### src/rtl/if_prefetch_pkg.sv
// Shared widths, constants and the FIFO entry layout for the NJU_MIPS instruction-fetch front end.
package if_prefetch_pkg;

  localparam int          INST_ADDR_W      = 32;
  localparam int          INST_W           = 32;
  localparam logic [31:0] PC_STEP          = 32'd4;
  localparam logic [31:0] ZERO_WORD        = 32'h0000_0000;
  localparam int          IFQ_DEPTH        = 4;
  localparam logic [31:0] RESET_PC_DEFAULT = 32'h0000_0000;

  typedef struct packed {
    logic [INST_ADDR_W-1:0] pc;
    logic [INST_W-1:0]      inst;
  } ifq_entry_t;

  // Redirect targets are forced onto a word boundary.
  function automatic logic [INST_ADDR_W-1:0] align_pc(input logic [INST_ADDR_W-1:0] addr);
    return {addr[INST_ADDR_W-1:2], 2'b00};
  endfunction

endpackage

### src/rtl/if_fifo.sv
// Generic synchronous FIFO with a clear input; head word is readable combinationally.
module if_fifo #(
  parameter int WIDTH = 64,
  parameter int DEPTH = 4
) (
  input  logic             clk,
  input  logic             rst,
  input  logic             push,
  input  logic             pop,
  input  logic             clear,
  output logic             full,
  output logic             empty,
  input  logic [WIDTH-1:0] din,
  output logic [WIDTH-1:0] dout
);

  localparam int AW = $clog2(DEPTH);
  localparam logic [AW:0] FULL_CNT = (AW+1)'(DEPTH);

  logic [WIDTH-1:0] r_mem [DEPTH];
  logic [AW-1:0]    r_rd_ptr;
  logic [AW-1:0]    r_wr_ptr;
  logic [AW:0]      r_count;
  logic             w_push;
  logic             w_pop;

  assign full   = (r_count == FULL_CNT);
  assign empty  = (r_count == '0);
  assign w_push = push & ~full;
  assign w_pop  = pop & ~empty;
  assign dout   = r_mem[r_rd_ptr];

  always_ff @(posedge clk) begin
    if (rst || clear) begin
      r_rd_ptr <= '0;
      r_wr_ptr <= '0;
      r_count  <= '0;
    end else begin
      if (w_push) r_wr_ptr <= r_wr_ptr + AW'(1);
      if (w_pop)  r_rd_ptr <= r_rd_ptr + AW'(1);
      case ({w_push, w_pop})
        2'b10:   r_count <= r_count + (AW+1)'(1);
        2'b01:   r_count <= r_count - (AW+1)'(1);
        default: r_count <= r_count;
      endcase
    end
  end

  // Storage has no reset; stale words are masked by the count.
  always_ff @(posedge clk) begin
    if (w_push && !clear && !rst) r_mem[r_wr_ptr] <= din;
  end

endmodule

### src/rtl/if_prefetch.sv
// Fetch PC, ROM interface and prefetch queue feeding decode over valid/ready.
// Define IF_BYPASS_EN to forward the ROM word straight to decode when the queue is empty.
module if_prefetch
  import if_prefetch_pkg::*;
#(
  parameter int          DEPTH    = IFQ_DEPTH,
  parameter logic [31:0] RESET_PC = RESET_PC_DEFAULT
) (
  input  logic                   clk,
  input  logic                   rst,
  output logic                   rom_ce_o,
  output logic [INST_ADDR_W-1:0] rom_addr_o,
  input  logic [INST_W-1:0]      rom_data_i,
  input  logic                   flush_i,
  input  logic [INST_ADDR_W-1:0] flush_pc_i,
  output logic                   id_valid_o,
  output logic [INST_ADDR_W-1:0] id_pc_o,
  output logic [INST_W-1:0]      id_inst_o,
  input  logic                   id_ready_i
);

  logic                   r_running;
  logic [INST_ADDR_W-1:0] r_fetch_pc;

  logic       w_full;
  logic       w_empty;
  logic       w_fetch_en;
  logic       w_bypass;
  logic       w_push;
  logic       w_pop;
  logic       w_fifo_valid;
  ifq_entry_t w_din;
  ifq_entry_t w_dout;

  // rst gating keeps the ROM and decode quiet even if running was set before a mid-stream reset.
  assign w_fetch_en = r_running & ~flush_i & ~w_full & ~rst;

`ifdef IF_BYPASS_EN
  assign w_bypass = w_empty & w_fetch_en & id_ready_i;
`else
  assign w_bypass = 1'b0;
`endif

  assign w_push       = w_fetch_en & ~w_bypass;
  assign w_fifo_valid = ~w_empty & ~flush_i & ~rst;
  assign w_pop        = w_fifo_valid & id_ready_i;
  assign w_din        = '{pc: r_fetch_pc, inst: rom_data_i};

  if_fifo #(
    .WIDTH ($bits(ifq_entry_t)),
    .DEPTH (DEPTH)
  ) u_fifo (
    .clk   (clk),
    .rst   (rst),
    .push  (w_push),
    .pop   (w_pop),
    .clear (flush_i),
    .full  (w_full),
    .empty (w_empty),
    .din   (w_din),
    .dout  (w_dout)
  );

  assign rom_ce_o   = w_fetch_en;
  assign rom_addr_o = r_fetch_pc;

  always_comb begin
    id_valid_o = w_fifo_valid | w_bypass;
    id_pc_o    = w_dout.pc;
    id_inst_o  = w_dout.inst;
    if (rst) begin
      id_pc_o   = ZERO_WORD;
      id_inst_o = ZERO_WORD;
    end else if (w_bypass) begin
      id_pc_o   = r_fetch_pc;
      id_inst_o = rom_data_i;
    end
  end

  always_ff @(posedge clk) begin
    if (rst) begin
      r_running  <= 1'b0;
      r_fetch_pc <= RESET_PC;
    end else begin
      r_running <= 1'b1;
      if (flush_i)         r_fetch_pc <= align_pc(flush_pc_i);
      else if (w_fetch_en) r_fetch_pc <= r_fetch_pc + PC_STEP;
    end
  end

endmodule

### config.mk
export PLATFORM = sky130hd
export DESIGN_NAME = if_prefetch
export DESIGN_NICKNAME = d
export VERILOG_FILES = /design/src/rtl/if_prefetch_pkg.sv /design/src/rtl/if_fifo.sv /design/src/rtl/if_prefetch.sv
export SDC_FILE = /design/constraint.sdc
export NUM_CORES = 1
export LEC_CHECK = 0
export CORE_MARGIN = 1
export CORE_UTILIZATION = 41
export CTS_CLUSTER_SIZE = 12
export DETAILED_ROUTE_END_ITERATION = 10
export PLACE_DENSITY = 0.64
export SLEW_MARGIN = 20
export SYNTH_ARGS = -nofsm -noshare
export SYNTH_HDL_FRONTEND = slang
export SYNTH_SLANG_ARGS = --single-unit
### constraint.sdc
create_clock -name clk -period 3.25 [get_ports clk]
set_input_delay 0.975 -clock clk [delete_from_list [all_inputs] [get_ports clk]]
set_output_delay 0.975 -clock clk [all_outputs]
set_load 0.02 [all_outputs]
# After elaboration in Yosys (flattened, before gate mapping)

Memory sizes are Yosys's and may differ from the RTL's. A register that Yosys moved wholly into a read port is not among the register bits.
Cells that the tools add are included.

Add/sub/neg operators: 5
Equality and inequality tests: 3
Mux-type cells: 10
Bitwise gates (word level): 12
Reduce and logical (&&, ||, !) cells: 9

Operators by type and width:

| operator                | count |
|---|---|
| $mux W32                | 4 |
| $add A32 B3 Y32 const B | 1 |
| $and A1 B1 Y1           | 8 |
| $pmux W3 S2             | 1 |
| $add A2 B1 Y2 const B   | 2 |
| $mux W2                 | 2 |
| $not A1 Y1              | 4 |
| $reduce_bool A2 Y1      | 2 |
| $add A3 B1 Y3 const B   | 1 |
| $eq A3 B3 Y1 const B    | 1 |
| $logic_not A3 Y1        | 1 |
| $mux W1                 | 3 |
| $sub A3 B1 Y3 const B   | 1 |
| $eq A2 B1 Y1 const B    | 1 |
| $eq A2 B2 Y1 const B    | 1 |
| $logic_and A1 B1 Y1     | 2 |
| $logic_not A1 Y1        | 2 |
| $reduce_or A2 Y1        | 1 |
| $logic_or A1 B1 Y1      | 1 |

Bits in registers: 40
Memory bits (writable): 256
Input port bits: 68
Logic and storage cells: 46
Memories kept: 1

Memory list:

| name         | depth | width | rd ports | clocked after Yosys merged registers in | wr ports | line          | text |
|---|---|---|---|---|---|---|---|
| u_fifo.r_mem | 4     | 64    | 1        | 1                                       | 1        | if_fifo.sv:20 | `logic [WIDTH-1:0] r_mem [DEPTH];` |

# Logic depth before layout (Yosys ltp)

Gate-level depths: netlist of run 1.

Depth after elaboration: 9
Depth in mapped cells: 12
Gate-level depth less buffers: 10

# Hierarchy

From an unflattened synthesis of run 1, not the netlist that was laid out.

Cell total of the unflattened synthesis: 705
Area, all modules: 12041.5 um^2

By module, submodules not included:

| module      | instances | cells each | area an instance (um^2) |
|---|---|---|---|
| if_fifo     | 1         | 389        | 9691.8 |
| if_prefetch | 1         | 316        | 2349.8 |

# Worst setup path after synthesis of run 1

OpenSTA, ideal clock, no wires.

Kind: input to register
Start: input flush_i
End: memory u_fifo.r_mem[0][0] (enable)
Setup time: 427 ps
Arrival time: 3006 ps
Required time: 2823 ps
Slack: -183 ps
Cell stages on the path: 4
Path through: buf_2 -> nor3b_2 -> buf_4 -> and3_1

Longest elaborated chain between the ends: 9

RTL lines:

| item                                 | line              | text |
|---|---|---|
| start: declaration                   | if_prefetch.sv:14 | `input logic flush_i,` |
| $not A1 Y1                           | if_prefetch.sv:36 | `assign w_fetch_en = r_running & ~flush_i & ~w_full & ~rst;` |
| $and A1 B1 Y1 (3 in a row)           | if_prefetch.sv:36 |  |
| $and A1 B1 Y1                        | if_fifo.sv:29     | `assign w_push = push & ~full;` |
| $logic_and A1 B1 Y1 (*) (2 in a row) | if_fifo.sv:51     | `if (w_push && !clear && !rst) r_mem[r_wr_ptr] <= din;` |
| $mux W1 (*)                          | if_fifo.sv:51     |  |
| $mux W1 (not written as such) (*)    | if_fifo.sv:51     |  |
| end: declaration                     | if_fifo.sv:20     |  |

Every way passes the cells marked *; elsewhere a longest branch is shown, timed or not.

==> impl_metrics.toml, run 1 <==
[global_route]
overflow = 0
grt_usage_pct = 18.58
grt_max_degree = 44
first_global_vias = 6932
grt_pass1_wl_um = 40590
antenna_found_initial = 0

[route]
post_drt_wl_per_cell_um = 21.02
num_vias = 6959
initialDrtViolationCount = 449
drc = 0
routed_wl_um = 27180
viasPerCell = 5.382
final_antenna_net_count = 0
drtPass1Iterations = 5

[synth]
synth_cells = 686
ys_types = 52
synth_top_cell_by_area = "edfxtp_1"
synth-seq-area-share_pct = 70.22
netlist_area_um2 = 11750
ys_warn_count = 0
synth_top_area_share_pct = 63.40
synthTopCellsByCount = "248 x edfxtp_1, 66 x and2_1, 62 x mux4_2, 40 x dfxtp_1, 36 x nor2_1"
synthFlopType = "edfxtp_1"
synth_edf_count = 248
synthArstFlopShare_pct = 0
ys_ff_latch = 288
yosysMostFrequentCell = "edfxtp_1"
synth_area_leaders = "edfxtp_1 63%, mux4_2 12%, dfxtp_1 6.8%, and2_1 3.5%, nor2_1 1.2%"
syn_avg_cell_area_um2 = 17.12

[die]
ios = 166
initial_core_util_pct = 41.94
rows = 61
die_area_um2 = 29330
coreArea_um2 = 28010
die_w_um = 171.3
die_height_um = 171.3

[cells_and_area]
fill_cells = 2255
final_area_um2 = 15270
syn_to_final_growth_pct = 30.03
final_core_util_pct = 54.53
drive_above_1_share_pct = 25.03
layout.nets = 970
diodes = 0

[setup_path]
worstPathRequired_ns = 2.27
crit_type = "flip-flop to primary output"
reg2reg_from = "u_fifo.r_count[2]$_SDFFE_PP0P_"
cp_cell_sequence = "buf_12 -> buf_16 -> buf_12 -> buf_8 -> mux4_2 -> and2_1 -> buf_2"
crit_fanout = 6
cp_top_family = "buffers and inverters"
worst_path_max_delay_cell = "mux4_2"
crit_arrival_ns = 2.27
r2r_setup_slack_ns = 0.77
worst_path_most_repeated_cell = "buf_12"
cp_num_buf_inv = 5
endpoint_kind = "primary output"
reg2reg_to = "u_fifo.r_count[2]$_SDFFE_PP0P_"
start_kind = "flip-flop"
max_stage_delay_ns = 0.51
worstRegToRegCells = 10

[timing]
skew_ns = 0.01691
fmax_mhz = 308.2
worstMarginPinSlew_ns = 0.5822
fin_crit_sh_pct = 99.83
slew_viol_final = 0
final_hold_viol_count = 0
setup_violations = 0
tns_ns = 0
slew_headroom_pct = 61.08
period_minus_slack_ns = 3.244
rsz0062_at_grt = "yes"

[placed_design]
hpwlAfterDp_um = 16530
portBuffers = 159
place.gp.congestion = 0.7710
dpl-instance-area_um2 = 14100

[power]
internal_power_w = 0.006179
power_leakage_nw = 5.088
p_sw_share_pct = 21.09
power.density_nw_per_um2 = 512.7
p_seq_share_pct = 53.0
clockPowerShare_pct = 40.5
power_frac_comb_pct = 6.5
peakVddDrop_mv = 0.3210
p_sw_w = 0.001652

[outcome]
status = "finished clean"

[clock_network]
clk_pin_slew_ns = 0.06
ctsRootBufferMaster = "clkbuf_16"
clock-sinks = 288
cts_buffers = 30
cts_tree = "built"
clk_latency_ns = 0.54
clk_path_buf_depth = 3
h-tree-depth = 1

[hold_path]
min_to = "u_fifo.r_mem[0][55]$_DFFE_PP_"
whs_path_depth = 0
min_from = "rom_addr_o[23]$_SDFFE_PP0P_"
hold_class = "flip-flop to flip-flop"

[run]
drv_cap = 0
-- metal layers --
metal	vias to the layer above	global-route usage [%]	part of all wire, %	wire (um)
li1	3156	-	-	-
met1	3531	25.50	43	11630
met2	220	31.02	50	13460
met3	52	2.715	5.4	1457
met4	0	4.930	2.3	629
met5	-	0	0	0
-- placed cells by master, fill, tap and decap left out, types with 7 or more instances in the layout --
master           instances
clkbuf_2                 9
nand2_1                 19
dlygate4sd2_1           10
and2_4                   9
buf_12                  21
xor2_1                   7
nand3_1                 13
and4_1                   8
clkdlybuf4s15_1          9
buf_6                   10
clkdlybuf4s50_1         94
a311oi_1                 7
nand4_1                  9
clkbuf_16               32
inv_1                   12
clkbuf_1                13
buf_2                   23
nor4_1                  11
and2_1                  57
mux4_2                  62
edfxtp_1               248
buf_4                   27
o31ai_1                  7
dfxtp_1                 38
nor2_1                  35
-- cells by family (layout without fill, tap and decap cells) --
kind of cell / after synthesis / after routing / synth area share, %
flip-flops: 288 / 288 / 70.22
AND/OR/NAND/NOR: 197 / 197 / 9.725
other: 1 / 4 / 0.03193
buffers and inverters: 58 / 284 / 2.248
AO/OA/AOI/OAI: 62 / 62 / 4.261
adder cells (fa/ha/maj): 7 / 7 / 0.8095
multiplexers: 62 / 62 / 11.89
XOR/XNOR: 11 / 11 / 0.8202
-- sequential cells by signal (all words and copies together), names as in the netlist, named ones only --
name,count
rom_addr_o,30
r_running,1
u_fifo.r_wr_ptr,2
u_fifo.r_count,3
u_fifo.r_mem,248
u_fifo.r_rd_ptr,2
-- repair_timing --
| action | in CTS | in global routing |
|---|---|---|
| resized for setup | 185 | 61 |
| gates cloned | 4 | 1 |
| hold buffers | 0 | 0 |
| endpoints found under the setup margin | 64 | 56 |
| hold endpoints to repair | 0 | 0 |
| setup buffers | 15 | 5 |
| pin swaps | 1 | 8 |
-- worst max-delay path by stage --
stage	end	cells past startpoint	slack, ns	start
3_5_place_dp	id_pc_o[10]	5	-0.32	rst
2_1_floorplan	u_fifo.r_count[2]$_SDFFE_PP0P_	12	0.10	flush_i
4_1_cts	id_pc_o[11]	7	-0.06	flip-flop
6_report	id_pc_o[2]	7	0.006	flip-flop
3_3_place_gp	id_pc_o[11]	5	-0.32	rst
5_1_grt	id_pc_o[2]	7	-0.06	flip-flop
-- through the flow --
stage	hold slack [ns]	power (W)	cells	setup WS, ns
4_1_cts	0.4889	0.007890	1288	-0.05528
6_report	0.4948	0.007830	1293	0.005638
3_3_place_gp	0.4750	0.004744	1217	-0.3181
5_1_grt	0.5047	0.008079	1293	-0.06052
3_5_place_dp	0.4750	0.004753	1217	-0.3196
2_1_floorplan	0.4692	0.004444	689	0.1028
-- final cells by class --
| class | instances | area (um2) | area share [%] |
|---|---|---|---|
| sequential | 288 | 8255 | 54.05 |
| timing repair buffer | 218 | 2298 | 15.05 |
| clock buffer | 45 | 838.3 | 5.489 |
| inverter | 14 | 52.55 | 0.3441 |
| multi-input combinational | 343 | 3291 | 21.55 |
| clock inverter | 7 | 65.06 | 0.4260 |
| tap | 378 | 473.0 | 3.097 |
-- power groups by stage --
stage,Clock [W],Combinational (W),Sequential [W]
2_1_floorplan,0,0.000203,0.00424
3_3_place_gp,0,0.000519,0.00422
3_5_place_dp,0,0.000524,0.00423
4_1_cts,0.00323,0.000507,0.00415
5_1_grt,0.00337,0.000549,0.00416
6_report,0.00317,0.000513,0.00415
Power figures use the tool's default switching activity.
==> run 2, diff against run 1 <==
--- a/config.mk
+++ b/config.mk
@@ -9,7 +9,8 @@
 export CORE_UTILIZATION = 41
 export CTS_CLUSTER_SIZE = 12
 export DETAILED_ROUTE_END_ITERATION = 10
-export PLACE_DENSITY = 0.64
+export DONT_BUFFER_PORTS = 1
+export PLACE_DENSITY = 0.56
 export SLEW_MARGIN = 20
 export SYNTH_ARGS = -nofsm -noshare
 export SYNTH_HDL_FRONTEND = slang
==> run 2 against run 1 <==
Non-clock buffer count shrank 188; power shrank 1.4%; critical path depth shrank 4; clock skew is essentially flat; largest power group unchanged.
==> impl_metrics.toml, run 2 (synthesis gave the netlist of run 1 again) <==
[clock_network]
clk_latency_ns = 0.56
cts_tree = "built"
ctsRootBufferMaster = "clkbuf_16"
clk_pin_slew_ns = 0.06
clock-sinks = 288
postCtsSetupBuffers = 2
clk_path_buf_depth = 3
h-tree-depth = 1
hold_buffers = 0
cts_buffers = 31
cts_resized = 0

[setup_path]
worst_path_max_delay_cell = "dfxtp_4"
max_stage_delay_ns = 0.65
crit_arrival_ns = 2.16
start_kind = "flip-flop"
endpoint_kind = "primary output"
worstPathRequired_ns = 2.27
cp_num_buf_inv = 1
cp_top_family = "flip-flops"
crit_type = "flip-flop to primary output"
cp_cell_sequence = "buf_4 -> mux4_2 -> and2_1"
crit_fanout = 25

[cells_and_area]
fill_cells = 2365
syn_to_final_growth_pct = 13.42
register_area_um2 = 8255
multi_input_area_um2 = 3266
layout_commonest_cell = "edfxtp_1"
largest_register = "u_fifo.r_mem"
final_area_um2 = 13320
largest_reg_flops = 248
diodes = 0
final_cell_mix = "248 x edfxtp_1, 66 x and2_1, 62 x mux4_2"
drive_above_1_share_pct = 20.05
layout.nets = 783

[hold_path]
hold_class = "input pin to flip-flop"

[die]
coreArea_um2 = 28010
rows = 61
die_w_um = 171.3
initial_core_util_pct = 41.94
ios = 166
die_area_um2 = 29330
die_height_um = 171.3

[timing]
final_hold_viol_count = 0
worstMarginPinSlew_ns = 0.6002
rsz0062_at_grt = "no"
fin_crit_sh_pct = 96.37
period_minus_slack_ns = 3.132
setup_violations = 0
slew_headroom_pct = 59.88
tns_ns = 0
holdWs_ns = 0.4942
fmax_mhz = 319.3
skew_ns = 0.01694
layout_setup_ws_ns = 0.1181
slew_viol_final = 0

[power]
p_seq_share_pct = 54.0
p_sw_share_pct = 21.07
clockPowerShare_pct = 42.3
power.density_nw_per_um2 = 579.5
p_sw_w = 0.001626
power_leakage_nw = 4.154
peakVddDrop_mv = 0.3792
power_frac_comb_pct = 3.6
internal_power_w = 0.006093

[global_route]
overflow = 0
use_met2_pct = 29.11
top_usage_layer = "met2"
grt_usage_pct = 17.62
first_global_vias = 6519
grt_max_degree = 72
grt_pass1_wl_um = 38630
antenna_found_initial = 0
grt.met3_usage_pct = 4.303
met1_usage_pct = 22.80

[placed_design]
portBuffers = 0
hpwlAfterDp_um = 15980
place.gp.congestion = 0.8119
dpl-instance-area_um2 = 12360
post-place-ws_ns = 0.5388

[route]
initialDrtViolationCount = 440
final_antenna_net_count = 0
viasPerCell = 5.632
num_vias = 6257
drc = 0
post_drt_wl_per_cell_um = 23.35
drtPass1Iterations = 5
routed_wl_um = 25940

[outcome]
status = "finished clean"

[run]
drv_cap = 0
-- run 2: path summary, 6_finish.rpt --
check,startpoint,to,slack [ns],cells after the start
setup / recovery,flip-flop,id_pc_o[4],0.12,3
hold / removal,rst,rom_addr_o[19]$_SDFFE_PP0P_,0.49,1
setup reg to reg,u_fifo.r_count[2]$_SDFFE_PP0P_,u_fifo.r_count[2]$_SDFFE_PP0P_,0.71,10
hold reg to reg,u_fifo.r_wr_ptr[1]$_SDFFE_PP0P_,u_fifo.r_wr_ptr[1]$_SDFFE_PP0P_,0.50,2
-- run 2: cell type report --
type                    instances  area share [%]
flip-flops and latches        288           61.96
well taps                     378           3.550
clock inverters                10          0.6104
inverters                      14          0.3944
clock buffers                  48           6.527
repair buffers                 30           2.442
multi-input cells             343           24.51
-- run 2: power by group through the flow --
stage               clock network (W)  logic, W  registers [W]
global route                  0.00348  0.000306        0.00418
global placement                    0  0.000276        0.00424
CTS                           0.00335  0.000285        0.00417
finish                        0.00327  0.000281        0.00417
floorplan                           0  0.000203        0.00424
detailed placement                  0  0.000284        0.00425
-- run 2: metrics by stage --
step,instances,power [W],utilization [%]
floorplan,689,0.004444,-
global placement,1051,0.004519,44.11
detailed placement,1051,0.004534,44.11
CTS,1111,0.007802,47.56
global route,1111,0.007968,47.56
finish,1111,0.007720,47.56
-- run 2: layer usage --
metal	wire length (um)	share of wire (%)
met5	0	0
met4	605	2.3
met3	1920	7.4
met2	12610	49
met1	10800	42
